--- src/rtl/seg_scan_ctrl.sv ---
// ----------------------------------------------------------------------------
// seg_scan_ctrl
//
// Time-multiplexed scan controller for a 4-digit common-anode seven-segment
// display. Each digit is lit for SCAN_DIV cycles, followed by GUARD_CYC
// all-off cycles that suppress ghosting. Frames are double-buffered. A load
// lands in the shadow buffer and is promoted to the active buffer only at a
// frame end, so the display never shows a partial update. Per-digit blink
// toggles every BLINK_FRAMES full frames.
//
// Ports
//   clk        system clock
//   rst_n      asynchronous active-low reset
//   load       single-cycle strobe, captures data/dp/blank/blink
//   data[15:0] hex nibble per digit, data[4d+3:4d] -> digit d
//   dp[3:0]    decimal point enable per digit (1 = lit)
//   blank[3:0] per-digit blank (1 = dark)
//   blink[3:0] per-digit blink enable (1 = dark in the blink-off phase)
//   sel[3:0]   active-low one-hot digit select
//   lout[7:0]  active-low segments, bits 7..1 = a..g, bit 0 = dp
//   pending    shadow buffer holds a frame not yet applied
//   frame_tick one-cycle pulse on the last cycle of each frame
// ----------------------------------------------------------------------------
module seg_scan_ctrl #(
  parameter int SCAN_DIV     = 50000,
  parameter int GUARD_CYC    = 2,
  parameter int BLINK_FRAMES = 128
) (
  input  logic        clk,
  input  logic        rst_n,
  input  logic        load,
  input  logic [15:0] data,
  input  logic [3:0]  dp,
  input  logic [3:0]  blank,
  input  logic [3:0]  blink,
  output logic [3:0]  sel,
  output logic [7:0]  lout,
  output logic        pending,
  output logic        frame_tick
);

  localparam logic [0:0] ST_SHOW  = 1'b0;
  localparam logic [0:0] ST_GUARD = 1'b1;

  localparam int CNT_MAX = (SCAN_DIV > GUARD_CYC) ? SCAN_DIV : GUARD_CYC;
  localparam int CNT_W   = (CNT_MAX > 1) ? $clog2(CNT_MAX) : 1;
  localparam int FRM_W   = (BLINK_FRAMES > 1) ? $clog2(BLINK_FRAMES) : 1;

  localparam logic [CNT_W-1:0] SHOW_LAST  = CNT_W'(SCAN_DIV - 1);
  localparam logic [CNT_W-1:0] GUARD_LAST = CNT_W'((GUARD_CYC > 0) ? GUARD_CYC - 1 : 0);
  localparam logic [FRM_W-1:0] FRM_LAST   = FRM_W'(BLINK_FRAMES - 1);
  localparam bit               HAS_GUARD  = (GUARD_CYC > 0);

  // Scan FSM state
  logic [0:0]       state, state_nx;
  logic [1:0]       digit, digit_nx;
  logic [CNT_W-1:0] cnt, cnt_nx;
  logic             frame_end;

  // Blink timing
  logic [FRM_W-1:0] frm_cnt;
  logic             blink_on;

  // Active and shadow frame buffers
  logic [15:0] act_data, shd_data;
  logic [3:0]  act_dp, shd_dp;
  logic [3:0]  act_blank, shd_blank;
  logic [3:0]  act_blink, shd_blink;
  logic        pend_q;

  // Registered display outputs
  logic [3:0] sel_p1;
  logic [7:0] lout_p1;
  logic       frame_tick_p1;

  // Active-low a..g pattern for one hex nibble.
  function automatic logic [6:0] seg7(input logic [3:0] n);
    logic [6:0] s;
    case (n)
      4'h0:    s = 7'b0000001;
      4'h1:    s = 7'b1001111;
      4'h2:    s = 7'b0010010;
      4'h3:    s = 7'b0000110;
      4'h4:    s = 7'b1001100;
      4'h5:    s = 7'b0100100;
      4'h6:    s = 7'b0100000;
      4'h7:    s = 7'b0001111;
      4'h8:    s = 7'b0000000;
      4'h9:    s = 7'b0000100;
      4'hA:    s = 7'b0001000;
      4'hB:    s = 7'b1100000;
      4'hC:    s = 7'b0110001;
      4'hD:    s = 7'b1000010;
      4'hE:    s = 7'b0110000;
      default: s = 7'b0111000;
    endcase
    return s;
  endfunction

  // Last cycle of digit 3's slot. Without a guard gap the slot ends on the
  // final SHOW cycle instead of the final GUARD cycle.
  function automatic logic is_last(input logic [0:0]       st,
                                   input logic [1:0]       dg,
                                   input logic [CNT_W-1:0] ct);
    logic r;
    if (HAS_GUARD)
      r = (dg == 2'd3) && (st == ST_GUARD) && (ct == GUARD_LAST);
    else
      r = (dg == 2'd3) && (st == ST_SHOW) && (ct == SHOW_LAST);
    return r;
  endfunction

  assign frame_end = is_last(state, digit, cnt);

  always_comb begin
    state_nx = state;
    digit_nx = digit;
    cnt_nx   = cnt + CNT_W'(1);
    if (state == ST_SHOW) begin
      if (cnt == SHOW_LAST) begin
        cnt_nx = '0;
        if (HAS_GUARD) begin
          state_nx = ST_GUARD;
        end else begin
          digit_nx = digit + 2'd1;
        end
      end
    end else begin
      if (cnt == GUARD_LAST) begin
        cnt_nx   = '0;
        state_nx = ST_SHOW;
        digit_nx = digit + 2'd1;
      end
    end
  end

  // Stage p0 -> p1: scan FSM advance; frame_tick is registered from the
  // next state so it lines up with the frame-end FSM cycle.
  always_ff @(posedge clk or negedge rst_n) begin
    if (!rst_n) begin
      state         <= ST_SHOW;
      digit         <= 2'd0;
      cnt           <= '0;
      frame_tick_p1 <= 1'b0;
    end else begin
      state         <= state_nx;
      digit         <= digit_nx;
      cnt           <= cnt_nx;
      frame_tick_p1 <= is_last(state_nx, digit_nx, cnt_nx);
    end
  end

  // A load on the frame-end cycle bypasses the shadow and goes straight to
  // the active buffer; otherwise a pending shadow frame is promoted.
  always_ff @(posedge clk or negedge rst_n) begin
    if (!rst_n) begin
      shd_data  <= 16'h0000;
      shd_dp    <= 4'h0;
      shd_blank <= 4'hF;
      shd_blink <= 4'h0;
      act_data  <= 16'h0000;
      act_dp    <= 4'h0;
      act_blank <= 4'hF;
      act_blink <= 4'h0;
      pend_q    <= 1'b0;
    end else begin
      if (load) begin
        shd_data  <= data;
        shd_dp    <= dp;
        shd_blank <= blank;
        shd_blink <= blink;
      end
      if (frame_end) begin
        pend_q <= 1'b0;
        if (load) begin
          act_data  <= data;
          act_dp    <= dp;
          act_blank <= blank;
          act_blink <= blink;
        end else if (pend_q) begin
          act_data  <= shd_data;
          act_dp    <= shd_dp;
          act_blank <= shd_blank;
          act_blink <= shd_blink;
        end
      end else if (load) begin
        pend_q <= 1'b1;
      end
    end
  end

  // Frame counter wraps at BLINK_FRAMES-1, so each blink half-period spans
  // exactly BLINK_FRAMES frames.
  always_ff @(posedge clk or negedge rst_n) begin
    if (!rst_n) begin
      frm_cnt  <= '0;
      blink_on <= 1'b1;
    end else if (frame_end) begin
      if (frm_cnt == FRM_LAST) begin
        frm_cnt  <= '0;
        blink_on <= ~blink_on;
      end else begin
        frm_cnt <= frm_cnt + FRM_W'(1);
      end
    end
  end

  logic [3:0] cur_nib;
  logic       cur_dark;

  assign cur_nib  = act_data[{digit, 2'b00} +: 4];
  assign cur_dark = act_blank[digit] | (act_blink[digit] & ~blink_on);

  // Stage p0 -> p1: segment decode and digit select register.
  always_ff @(posedge clk or negedge rst_n) begin
    if (!rst_n) begin
      sel_p1  <= 4'hF;
      lout_p1 <= 8'hFF;
    end else if ((state == ST_SHOW) && !cur_dark) begin
      sel_p1  <= ~(4'b0001 << digit);
      lout_p1 <= {seg7(cur_nib), ~act_dp[digit]};
    end else begin
      sel_p1  <= 4'hF;
      lout_p1 <= 8'hFF;
    end
  end

  assign sel        = sel_p1;
  assign lout       = lout_p1;
  assign pending    = pend_q;
  assign frame_tick = frame_tick_p1;

endmodule

--- config.mk ---
export PLATFORM = sky130hd
export DESIGN_NAME = seg_scan_ctrl
export DESIGN_NICKNAME = d
export VERILOG_FILES = /design/src/rtl/seg_scan_ctrl.sv
export SDC_FILE = /design/constraint.sdc
export NUM_CORES = 1
export LEC_CHECK = 0
export ABC_CLOCK_PERIOD_IN_PS = 2590
export CORE_ASPECT_RATIO = 0.75
export CORE_MARGIN = 3
export CORE_UTILIZATION = 38
export CTS_BUF_LIST = sky130_fd_sc_hd__clkbuf_4 sky130_fd_sc_hd__clkbuf_8
export CTS_CLUSTER_SIZE = 30
export DETAILED_ROUTE_END_ITERATION = 7
export HOLD_SLACK_MARGIN = 0.05
export SYNTH_ARGS = -nofsm -noshare
export SYNTH_HDL_FRONTEND = slang
export SYNTH_SLANG_ARGS = --single-unit
--- constraint.sdc ---
create_clock -name clk -period 2.59 [get_ports clk]
set_clock_uncertainty 0.15 [all_clocks]
set_input_delay 0.518 -clock clk [delete_from_list [all_inputs] [get_ports clk]]
set_output_delay 0.518 -clock clk [all_outputs]
set_load 0.005 [all_outputs]
After elaboration in Yosys (flattened, before gate mapping)
Memories as Yosys holds them, arrays and structs flattened.
Index checks and enable logic that the tools add are counted.
Widths: inputs -> output; s select.
{"block": "word_totals", "reg_bits": 97, "romBits": 112, "in_bits": 31, "memories": 1}
{"name": "(no name shown)", "words": 16, "width": 7, "read_ports": 1, "rd_clocked_by_memory_dff": 0, "write_ports": 0, "line_no": "79", "source": "case (n)"}
{"block": "op_classes", "n_addsub": 3, "n_lt_le_gt_ge": 1, "n_eq_ne": 6, "shift": 2, "muxes": 27, "bitwise_logic": 6, "n_reduce_logical": 10}
{"op": "$mux 16", "count": 5}
{"op": "$eq 16x1->1 const B", "count": 2}
{"op": "$mux 4", "count": 7}
{"op": "$add 16x1->16 const B", "count": 1}
{"op": "$eq 16x16->1 const B", "count": 1}
{"op": "$shiftx 16x5->4", "count": 1}
{"op": "$mux 1", "count": 8}
{"op": "$mux 8", "count": 1}
{"op": "$add 7x1->7 const B", "count": 1}
{"op": "$eq 7x7->1 const B", "count": 1}
{"op": "$mux 7", "count": 1}
{"op": "$bmux 1 s2", "count": 3}
{"op": "$logic_and 1x1->1", "count": 5}
{"op": "$eq 2x2->1 const B", "count": 2}
{"op": "$mux 2", "count": 2}
{"op": "$not 4->4", "count": 1}
{"op": "$reduce_and 2->1", "count": 2}
{"op": "$reduce_bool 2->1", "count": 2}
{"op": "$shl 1x2->4 const A", "count": 1}
{"op": "$lt 2x3->1 const B", "count": 1}
{"op": "$not 1->1", "count": 3}
{"op": "$add 2x1->2 const B", "count": 1}
{"op": "$and 1x1->1", "count": 1}
{"op": "$logic_not 1->1", "count": 1}
{"op": "$or 1x1->1", "count": 1}

Logic depth before layout (Yosys ltp)
{"block": "logic_depth", "word_depth": 7, "ltp_mapped": 8}

Worst setup path before layout
Ideal clock, no wire load.
{"block": "synth_path", "kind": "reg-to-reg", "from": "reg cnt[11]", "to": "reg act_blink[3]", "setup_ns": 0.127, "t_arrival_ns": 2.073, "setup_slack_ns": 0.240, "stages_incl_launch_ff": 8, "synth_period_minus_slack_ns": 2.350, "cell_sequence": "dfrtp_1 > buf_2 > or4_4 > nor4_4 > nand4_2 > nor2_8 > buf_6 > mux2_1"}
{"block": "synth_between", "elab_chain_len": 3}
{"item": "start, declared", "line_no": "57", "source": "logic [CNT_W-1:0] cnt, cnt_nx;"}
{"item": "start signal, assigned", "line_no": "148", "source": "cnt <= cnt_nx;"}
{"item": "$eq 16x1->1", "line_no": "107", "source": "r = (dg == 2'd3) && (st == ST_GUARD) && (ct == GUARD_LAST);"}
{"item": "$logic_and 1x1->1", "line_no": "107"}
{"item": "$reduce_and 2->1 (no line)"}
{"item": "end signal, assigned", "line_no": "179", "source": "act_blink <= blink;"}
{"item": "end signal, assigned", "line_no": "184", "source": "act_blink <= shd_blink;"}
{"item": "end, declared", "line_no": "68", "source": "logic [3:0] act_blink, shd_blink;"}
No other way between the ends.
A chain may end at the register's enable or synchronous reset.

Worst setup path in the final report
{"block": "layout_path", "from": "reg cnt[8]", "to": "reg act_blink[0]"}
Same word-level chain as after synthesis.

==> out/results.ini <==
[run_status]
status=finished clean

[layout]
layout-drive-gt1-share=0.2630
final_cells=560
fillers=1017
antennaDiodeCount=0
multiInputGateArea_mm2=0.001906
seqCellArea_mm2=0.002454
final_nets=442
finish.utilization=0.4823
areaGrowthSynthToFinish_pct=20.45

[placement]
hpwl_mm=6.139
dp_slack_ps=159.7
place_inst=543
gp_congestion=0.9068
port_buffers=44

[synthesis]
syn_nets=391
syn-instance-count=347
yosys-top-cells-area=dfrtp_1, dfstp_2, mux2_2, mux2_1, ha_1
synth_cell_types=54
yosys_warnings=0
synth_top_area_share=0.4229
seq_area_frac_synth=0.5456
synth-seq-cells=97
synthArstFlopShare=1.000
synthFlopType=dfrtp_1
synth_top_cell_by_area=dfrtp_1
synth_edf_count=0
syn_avg_cell_area_um2=12.96
syn_area_mm2=0.004497

[floorplan]
die_h_um=100.2
core_mm2=0.01123
initial_core_util=0.4004
std_cell_rows=33
die_w_um=131.6
dieArea_mm2=0.01319
ios=45

[sta]
rsz0062_at_grt=no
setup_ws_ps=157.4
slew_viol_final=0
finalSetupTns_ps=0
slew_headroom=0.5890
worst_slew_pin_slew_ps=616.4
fin_crit_ps=2433
hold_violations=0
fmax_mhz=411.1
fin_crit_sh=0.9392
finalSetupViolCount=0

[clocking]
cts-root-buf=clkbuf_8
post_cts_buffers=0
cts_tree=built
clk_path_buf_depth=2
path_clk_slew_ps=90
insertion_delay_ps=370
postCtsHoldBufs=1
post_cts_resized=0
numCtsBuffers=9
htree_levels=3
clock_sinks=97

[detailed_routing]
drcViolationCount=0
drtPass1Iterations=4
drt-total-wl_mm=8.550
vias=2772
vias_per_cell=4.950
drt_iter0_markers=195
drtAntennaViolNets=0
wire_per_inst_um=15.27

[setup_path]
cp.required_ps=2690
crit_arrival_ps=2540
cp_cell_sequence=or4_1 > nor3_2 > nand4_2 > nor2_8 > buf_12 > mux2_2
cp_slowest_stage_delay_ps=590
critical_path_class=reg -> reg
crit_buf_inv=1
worstSetupEndpointType=flop
cp_max_fo=26
slowest_stage=or4_1
critPathLaunchType=flop
crit_family=simple AND/OR/NAND/NOR gates

[global_route]
busiest_layer=met2
grt_pass1_vias=2905
overflow=0
antenna_found_initial=0
met3_usage=0.03908
gr-usage-met1=0.2020
grt_max_degree=47
grt_usage=0.1403
grtUsageMet2=0.2079
grt_pass1_wl_mm=14.78

[power]
ir_drop_uv=256.8
power_leakage_nw=2.322
power.density_mw_per_mm2=535.0

[job]
max-cap-violations=0

[min_path]
holdCritPathClass=reg -> reg

## cell usage after synthesis, drive strengths merged, types with 2 or more instances
cell,n
buf,8
nand2b,2
nor2,20
xor2,9
dfstp,21
nor3b,4
nor4,2
nand2,18
inv,12
o211ai,5
mux4,7
o21ai,4
and3,8
or4,2
dfrtp,76
o31ai,2
and4,3
nand4,8
clkbuf,11
o221ai,2
ha,13
xnor2,11
mux2,60
nor3,3
a21oi,3
o21a,3
and2,3
mux2i,2
nand3,10
## cells in the final DEF, fill, tap and decap left out, types with 5 or more instances in the layout
| cell type | Yosys | layout |
|---|---|---|
| ha_1 | 13 | 13 |
| dfrtp_1 | 76 | 76 |
| o211ai_1 | 5 | 5 |
| buf_4 | 0 | 11 |
| nor2_1 | 19 | 19 |
| nand2_1 | 18 | 18 |
| xnor2_1 | 11 | 11 |
| mux2_1 | 20 | 20 |
| clkdlybuf4s50_1 | 0 | 43 |
| clkbuf_8 | 0 | 11 |
| mux4_2 | 7 | 7 |
| inv_1 | 12 | 12 |
| xor2_1 | 9 | 9 |
| mux2_2 | 40 | 40 |
| dfstp_2 | 21 | 21 |
| nand3_1 | 10 | 10 |
| and3_1 | 8 | 8 |
| nand4_1 | 7 | 7 |
## state kept, by name, indices dropped and copies added, names as in the netlist
signal	flops
shd_blink	4
digit	2
pending	1
shd_blank	4
lout	8
shd_data	16
frame_tick	1
sel	4
act_data	16
act_blink	4
blink_on	1
act_blank	4
frm_cnt	7
cnt	16
state	1
shd_dp	4
act_dp	4
## final cells by class
cell class / count / area share
Clock buffer: 11 / 0.02795
Clock inverter: 5 / 0.01132
Inverter: 12 / 0.008316
Multi-Input combinational cell: 219 / 0.3518
Sequential cell: 97 / 0.4530
Tap cell: 157 / 0.03627
Timing Repair Buffer: 59 / 0.1113
## final timing paths
| check | startpoint | endpoint | slack (ps) | cells past startpoint |
|---|---|---|---|---|
| max | cnt[8]$_DFF_PN0_ | act_blink[0]$_DFFE_PN0P_ | 160 | 6 |
| min | frm_cnt[4]$_DFFE_PN0P_ | frm_cnt[4]$_DFFE_PN0P_ | 330 | 1 |
| max reg2reg | cnt[8]$_DFF_PN0_ | act_blink[0]$_DFFE_PN0P_ | 160 | 6 |
| min reg2reg | frm_cnt[4]$_DFFE_PN0P_ | frm_cnt[4]$_DFFE_PN0P_ | 330 | 1 |
| max in group asynchronous | rst_n | act_blank[0]$_DFFE_PN1P_ | 1070 | 3 |
| min in group asynchronous | rst_n | shd_data[0]$_DFFE_PN0P_ | 570 | 2 |
## routing by layer
layer	part of all wire	vias up
li1	-	1329
met1	0.50	1368
met4	0.012	0
met5	0	-
met3	0.046	8
met2	0.44	67
## per-stage QoR
stage / instance area, um^2 / hold WS [ps] / total power, mW
after global placement: 5194 / 314.4 / 1.894
after floorplan: 4497 / 72.41 / 1.755
after CTS: 5416 / 331.4 / 2.943
final: 5416 / 332.3 / 2.898
after global routing: 5416 / 355.9 / 3.043
after detailed placement: 5194 / 313.8 / 1.902
## power by group
| group | switching (mW) | leakage [nW] | internal (mW) |
|---|---|---|---|
| registers | 0.0206 | 1.19 | 1.60 |
| logic | 0.105 | 1.02 | 0.140 |
| clock network | 0.525 | 0.110 | 0.506 |
## cells by family (layout without fill, tap and decap cells)
kind of cell	Yosys count	after routing	share of synthesized area
mux	69	69	0.1898
compound gates	29	29	0.04563
flops	97	97	0.5456
xor+xnor	20	20	0.03895
fa+ha+maj	13	13	0.03617
buf+inv	31	87	0.03060
simple gates	88	88	0.1132
Power figures use the tool's default switching activity.
==> variant 1, RTL diff (same settings) <==
The parameter `GUARD_CYC` goes from 2 to 4.
--- a/src/rtl/seg_scan_ctrl.sv
+++ b/src/rtl/seg_scan_ctrl.sv
@@ -23,7 +23,7 @@
 // ----------------------------------------------------------------------------
 module seg_scan_ctrl #(
   parameter int SCAN_DIV     = 50000,
-  parameter int GUARD_CYC    = 2,
+  parameter int GUARD_CYC    = 4,
   parameter int BLINK_FRAMES = 128
 ) (
   input  logic        clk,
Formal check against the unedited RTL: same outputs for any inputs over 10 cycles, from zero or initial values and one cycle with rst_n low; that may be too few to reach the edited logic, so the function may still have changed.
==> variant 1 against the original RTL <==
- core utilization down 0.057 points
- count of clock-buffer cells in the layout did not move
- setup slack got worse by 27 ps
- sequential cell count is the same
- maximum frequency down 1.1%
- synthesized area shrank 0.78%
- cell area decreased by 0.49%
- highest routed layer unchanged
- largest cell class unchanged
- critical path type unchanged
- wire length fell by 0.22%
- sequential power fell by 3%
- total power decreased by 5.8%
==> variant 1: results <==
[synth]
ys_seq_area_frac = 0.550
postSynthNetCount = 387
synthArstFlopShare = 1.00
most_numerous_cell_types_in_the_synthesized_netlist = 76 x dfrtp_1, 59 x mux2_2, 24 x nand2_1, 22 x nor2_1, 21 x dfstp_2
synthTopCellsByArea = dfrtp_1 43%, mux2_2 15%, dfstp_2 12%
synth_cell_type_count = 52
yosysWarningCount = 0

[global_route]
global_route.usage.total = 0.136
grt_antenna_before_repair = 0
grt_first_pass_wirelength_um = 14200
grt_start_max_net_pins = 47
number_of_global_route_vias_before_repair = 2799

[cts]
htree_num_levels = 3
latest_clock_arrival_within_the_worst_skew_pair_ps = 370
tritoncts.num_buffers = 9
clkTransAtPathRegs_ps = 90
clockBufferDepth = 2
cts_root_buffer = clkbuf_8

[timing]
final_number_of_hold_violating_endpoints = 0
tightestPinTransition_ps = 589
final.min_clock_period_ps = 2460
final.hold.worst_slack_ps = 326

[routing]
detail_route.first_pass.iterations = 4
drt-total-wl_um = 8530
detail-route-antenna-nets = 0
vias_per_cell = 4.99
dr.first_iter.drc_count = 198

[setup_path]
crit_path_top_delay_cell = dfrtp_1
crit_family = simple AND/OR/NAND/NOR gates
timing.reg2reg.worst_path_depth = 5
timing.critical_path.from = cnt[2]
slowest_delay_ps = 510
critPathArrivalTime_ps = 2580
worstPathMaxFanout = 9
r2r_slack_ps = 130
timing.critical_path.to = frame_tick

[cells_and_area]
num-nets-final = 445
final_layout_size_suffix_gt1_frac = 0.345
number_of_antenna_cells_inserted = 0
regs_by_ff_count = act_data (16), cnt (16), shd_data (16)
filler_cell_count = 988
ff_latch_area_um2 = 2450

[hold_path]
hold_path.class = register to register
timing.hold.worst.start = frm_cnt[6]
holdPathEnd = frm_cnt[6]
min_path_cells = 1

[power]
power_leakage_uw = 0.00232
worst_ir_drop_vdd_v = 0.000242

[placed_design]
globalplace.congestion = 0.872
post_dp_cell_area_um2 = 5140
count_of_buffers_from_port_buffering = 44
hpwl_um = 6030

[outcome]
status = complete, no violations
## variant 1: changes by cell type in the layout (fill, tap and decap cells not counted), moves of 6 or more
cell | before | now
buf_4 | 11 | 17
mux2_1 | 20 | 0
mux2_2 | 40 | 59
nand2_1 | 18 | 24
## variant 1: kinds of logic (layout without fill, tap and decap cells)
family / Yosys count / in the layout / synth area share
buf+inv: 27 / 89 / 0.0328
mux: 69 / 69 / 0.191
fa+ha+maj: 12 / 12 / 0.0337
simple gates: 95 / 95 / 0.112
xor+xnor: 20 / 20 / 0.0393
compound gates: 24 / 24 / 0.0418
flops: 97 / 97 / 0.550
## variant 1: repair_timing
| item | in CTS | in global routing |
|---|---|---|
| gates resized for setup | 0 | 5 |
| hold buffers | 1 | 0 |
| buffers inserted | 0 | 2 |
| endpoints found under the hold margin | 38 | 0 |
| endpoints found under the setup margin | 0 | 1 |
## variant 1: metal layers
metal	vias to the layer above	GRT usage	routed length, um
met3	14	0.0356	439
met1	1390	0.204	4280
li1	1321	-	-
met5	-	0	0
met2	83	0.191	3640
met4	0	0.0484	176
## variant 1: where the power goes
group / leakage, uW / switching (uW) / internal, uW
Clock: 0.000105 / 509 / 496
Sequential: 0.00121 / 10.2 / 1560
Combinational: 0.00101 / 66.6 / 87.7
## variant 1: final cells by class
| type | count | area share |
|---|---|---|
| repair buffers | 63 | 0.113 |
| clock inverters | 4 | 0.00975 |
| flip-flops and latches | 97 | 0.455 |
| inverters | 11 | 0.00766 |
| clock buffers | 11 | 0.0281 |
| well taps | 157 | 0.0364 |
| multi-input cells | 220 | 0.350 |
## variant 1: metrics by stage
stage                     power [uW]  cells
after global placement          1760    545
after global routing            2860    563
after detailed placement        1760    545
final                           2730    563
after floorplan                 1660    344
after CTS                       2780    561
==> variant 2, RTL diff (same settings) <==
Made on the original files. Put one more register stage on the output `sel`, without a reset. The value now appears one clock later. The other outputs are not delayed to match.
--- a/src/rtl/seg_scan_ctrl.sv
+++ b/src/rtl/seg_scan_ctrl.sv
@@ -225,7 +225,9 @@
     end
   end
 
-  assign sel        = sel_p1;
+  always_ff @(posedge clk) begin
+    sel <= sel_p1;
+  end
   assign lout       = lout_p1;
   assign pending    = pend_q;
   assign frame_tick = frame_tick_p1;
Check against the original RTL: same outputs for any inputs over 10 cycles, from zero or initial values and one cycle with rst_n low; that may be too few to reach the edited logic, so the function may still have changed.
==> variant 2 against the original RTL <==
- count of clock-buffer cells in the layout shrank 1
- total power down 2.0%
- setup slack improved by 16 ps
- critical path depth did not move
- wire length shrank 2.3%
- sequential cell count increased by 4
- synthesized area grew 2.1%
- cell area is 0.88% higher
- critical endpoint is now act_data[15]
- largest power group unchanged
- highest routed layer unchanged
==> variant 2: results <==
[global_route]
grt_first_pass_wirelength_um = 14400
grt_start_max_net_pins = 51
met1_usage = 0.199
globalRouteMet2Util = 0.194
number_of_global_route_vias_before_repair = 2799
global_route.usage.total = 0.136
grt_antenna_before_repair = 0
grtUsageMet3 = 0.0367

[synth]
synthArstFlopShare = 0.960
synth_cell_type_count = 55
post_synth.cell_area_avg_um2 = 13.1
most_numerous_cell_types_in_the_synthesized_netlist = 76 x dfrtp_1, 40 x mux2_2, 21 x dfstp_2, 20 x mux2_1, 19 x nor2_1
ys_seq_area_frac = 0.552
synthTopCellsByArea = dfrtp_1 41%, dfstp_2 12%, mux2_2 9.8%
yosysMostFrequentCell = dfrtp_1
postSynthNetCount = 394

[cts]
latest_clock_arrival_within_the_worst_skew_pair_ps = 370
htree_num_levels = 3
cts_root_buffer = clkbuf_8
clkTransAtPathRegs_ps = 100
clockBufferDepth = 2

[power]
worst_ir_drop_vdd_v = 0.000294
power_leakage_uw = 0.00235

[cells_and_area]
regs_by_ff_count = act_data (16), cnt (16), shd_data (16)
num-nets-final = 444
fin_cells = 567
final_layout_size_suffix_gt1_frac = 0.259

[setup_path]
reg2reg_from = cnt[12]
worstPathMaxFanout = 28
critPathArrivalTime_ps = 2520
regToRegEndpoint = act_data[15]
r2r_slack_ps = 170

[timing]
final_number_of_hold_violating_endpoints = 0
slew_headroom = 0.641
timing.final.crit_share = 0.933

[routing]
dr.first_iter.drc_count = 154
wl_per_cell_um = 14.7
vias_per_cell = 4.97
detail_route.first_pass.iterations = 6
drc = 0

[placed_design]
hpwl_um = 5960
dp.cells = 550
count_of_buffers_from_port_buffering = 44
post_dp_cell_area_um2 = 5280
globalplace.congestion = 0.833
place_worst_setup_slack_ps = 178

[outcome]
status = complete, no violations

[hold_path]
min_path_cells = 0
timing.hold.worst.start = sel_p1[0]
hold_path.class = register to register
holdPathEnd = sel[0]
variant 2: critical path: stages (launching register included):
cell and delay, ps:
dfrtp_1 460, or4_4 580, nor4_4 260, nand4_4 190, nor2_8 120, buf_12 200
mux2_1 340
variant 2: how the worst max path moves through the flow:
stage,from,to,cells after the start
after floorplan,cnt[8],act_blink[0],7
final,cnt[12],act_data[15],6
after CTS,cnt[12],act_data[15],6
after global placement,cnt[12],act_blink[3],6
after detailed placement,cnt[12],act_data[15],6
after global routing,cnt[12],act_data[4],6
variant 2: logic make-up (layout without fill, tap and decap cells):
family                   after synthesis  count (layout)  share of synthesized area
flip-flops                           101             101                      0.552
AND/OR/NAND/NOR                       89              89                      0.116
multiplexers                          69              69                      0.186
buffers and inverters                 30              85                     0.0291
AO/OA/AOI/OAI                         28              28                     0.0439
XOR/XNOR                              20              20                     0.0381
adder cells (fa/ha/maj)               13              13                     0.0354
variant 2: layout make-up:
type	count	area [um2]
fill	1067	6230
sequential	101	2530
multi-input combinational	219	1930
timing repair buffer	58	583
tap	162	203
clock buffer	10	131
clock inverter	6	46.3
inverter	11	41.3
variant 2: through the flow:
step           utilization  hold slack, ps
2_1_floorplan            -            72.4
3_3_place_gp         0.451             236
3_5_place_dp         0.451             238
4_1_cts              0.467             252
5_1_grt              0.467             250
6_report             0.467             238
variant 2: report_power, final:
part           switching, uW  total (uW)  internal (uW)
registers               20.8        1690           1660
logic                    103         240            137
clock network            547         914            367
variant 2: layer usage:
| metal | part of all wire | wire (um) |
|---|---|---|
| met5 | 0 | 0 |
| met4 | 0.015 | 123 |
| met3 | 0.035 | 289 |
| met2 | 0.44 | 3670 |
| met1 | 0.51 | 4270 |
variant 2: timing repair:
item / 4_1_cts / 5_1_grt
endpoints found under the hold margin: 16 / 0
endpoints found under the setup margin: 0 / 0
setup buffers: 0 / 0
hold buffers: 1 / 0
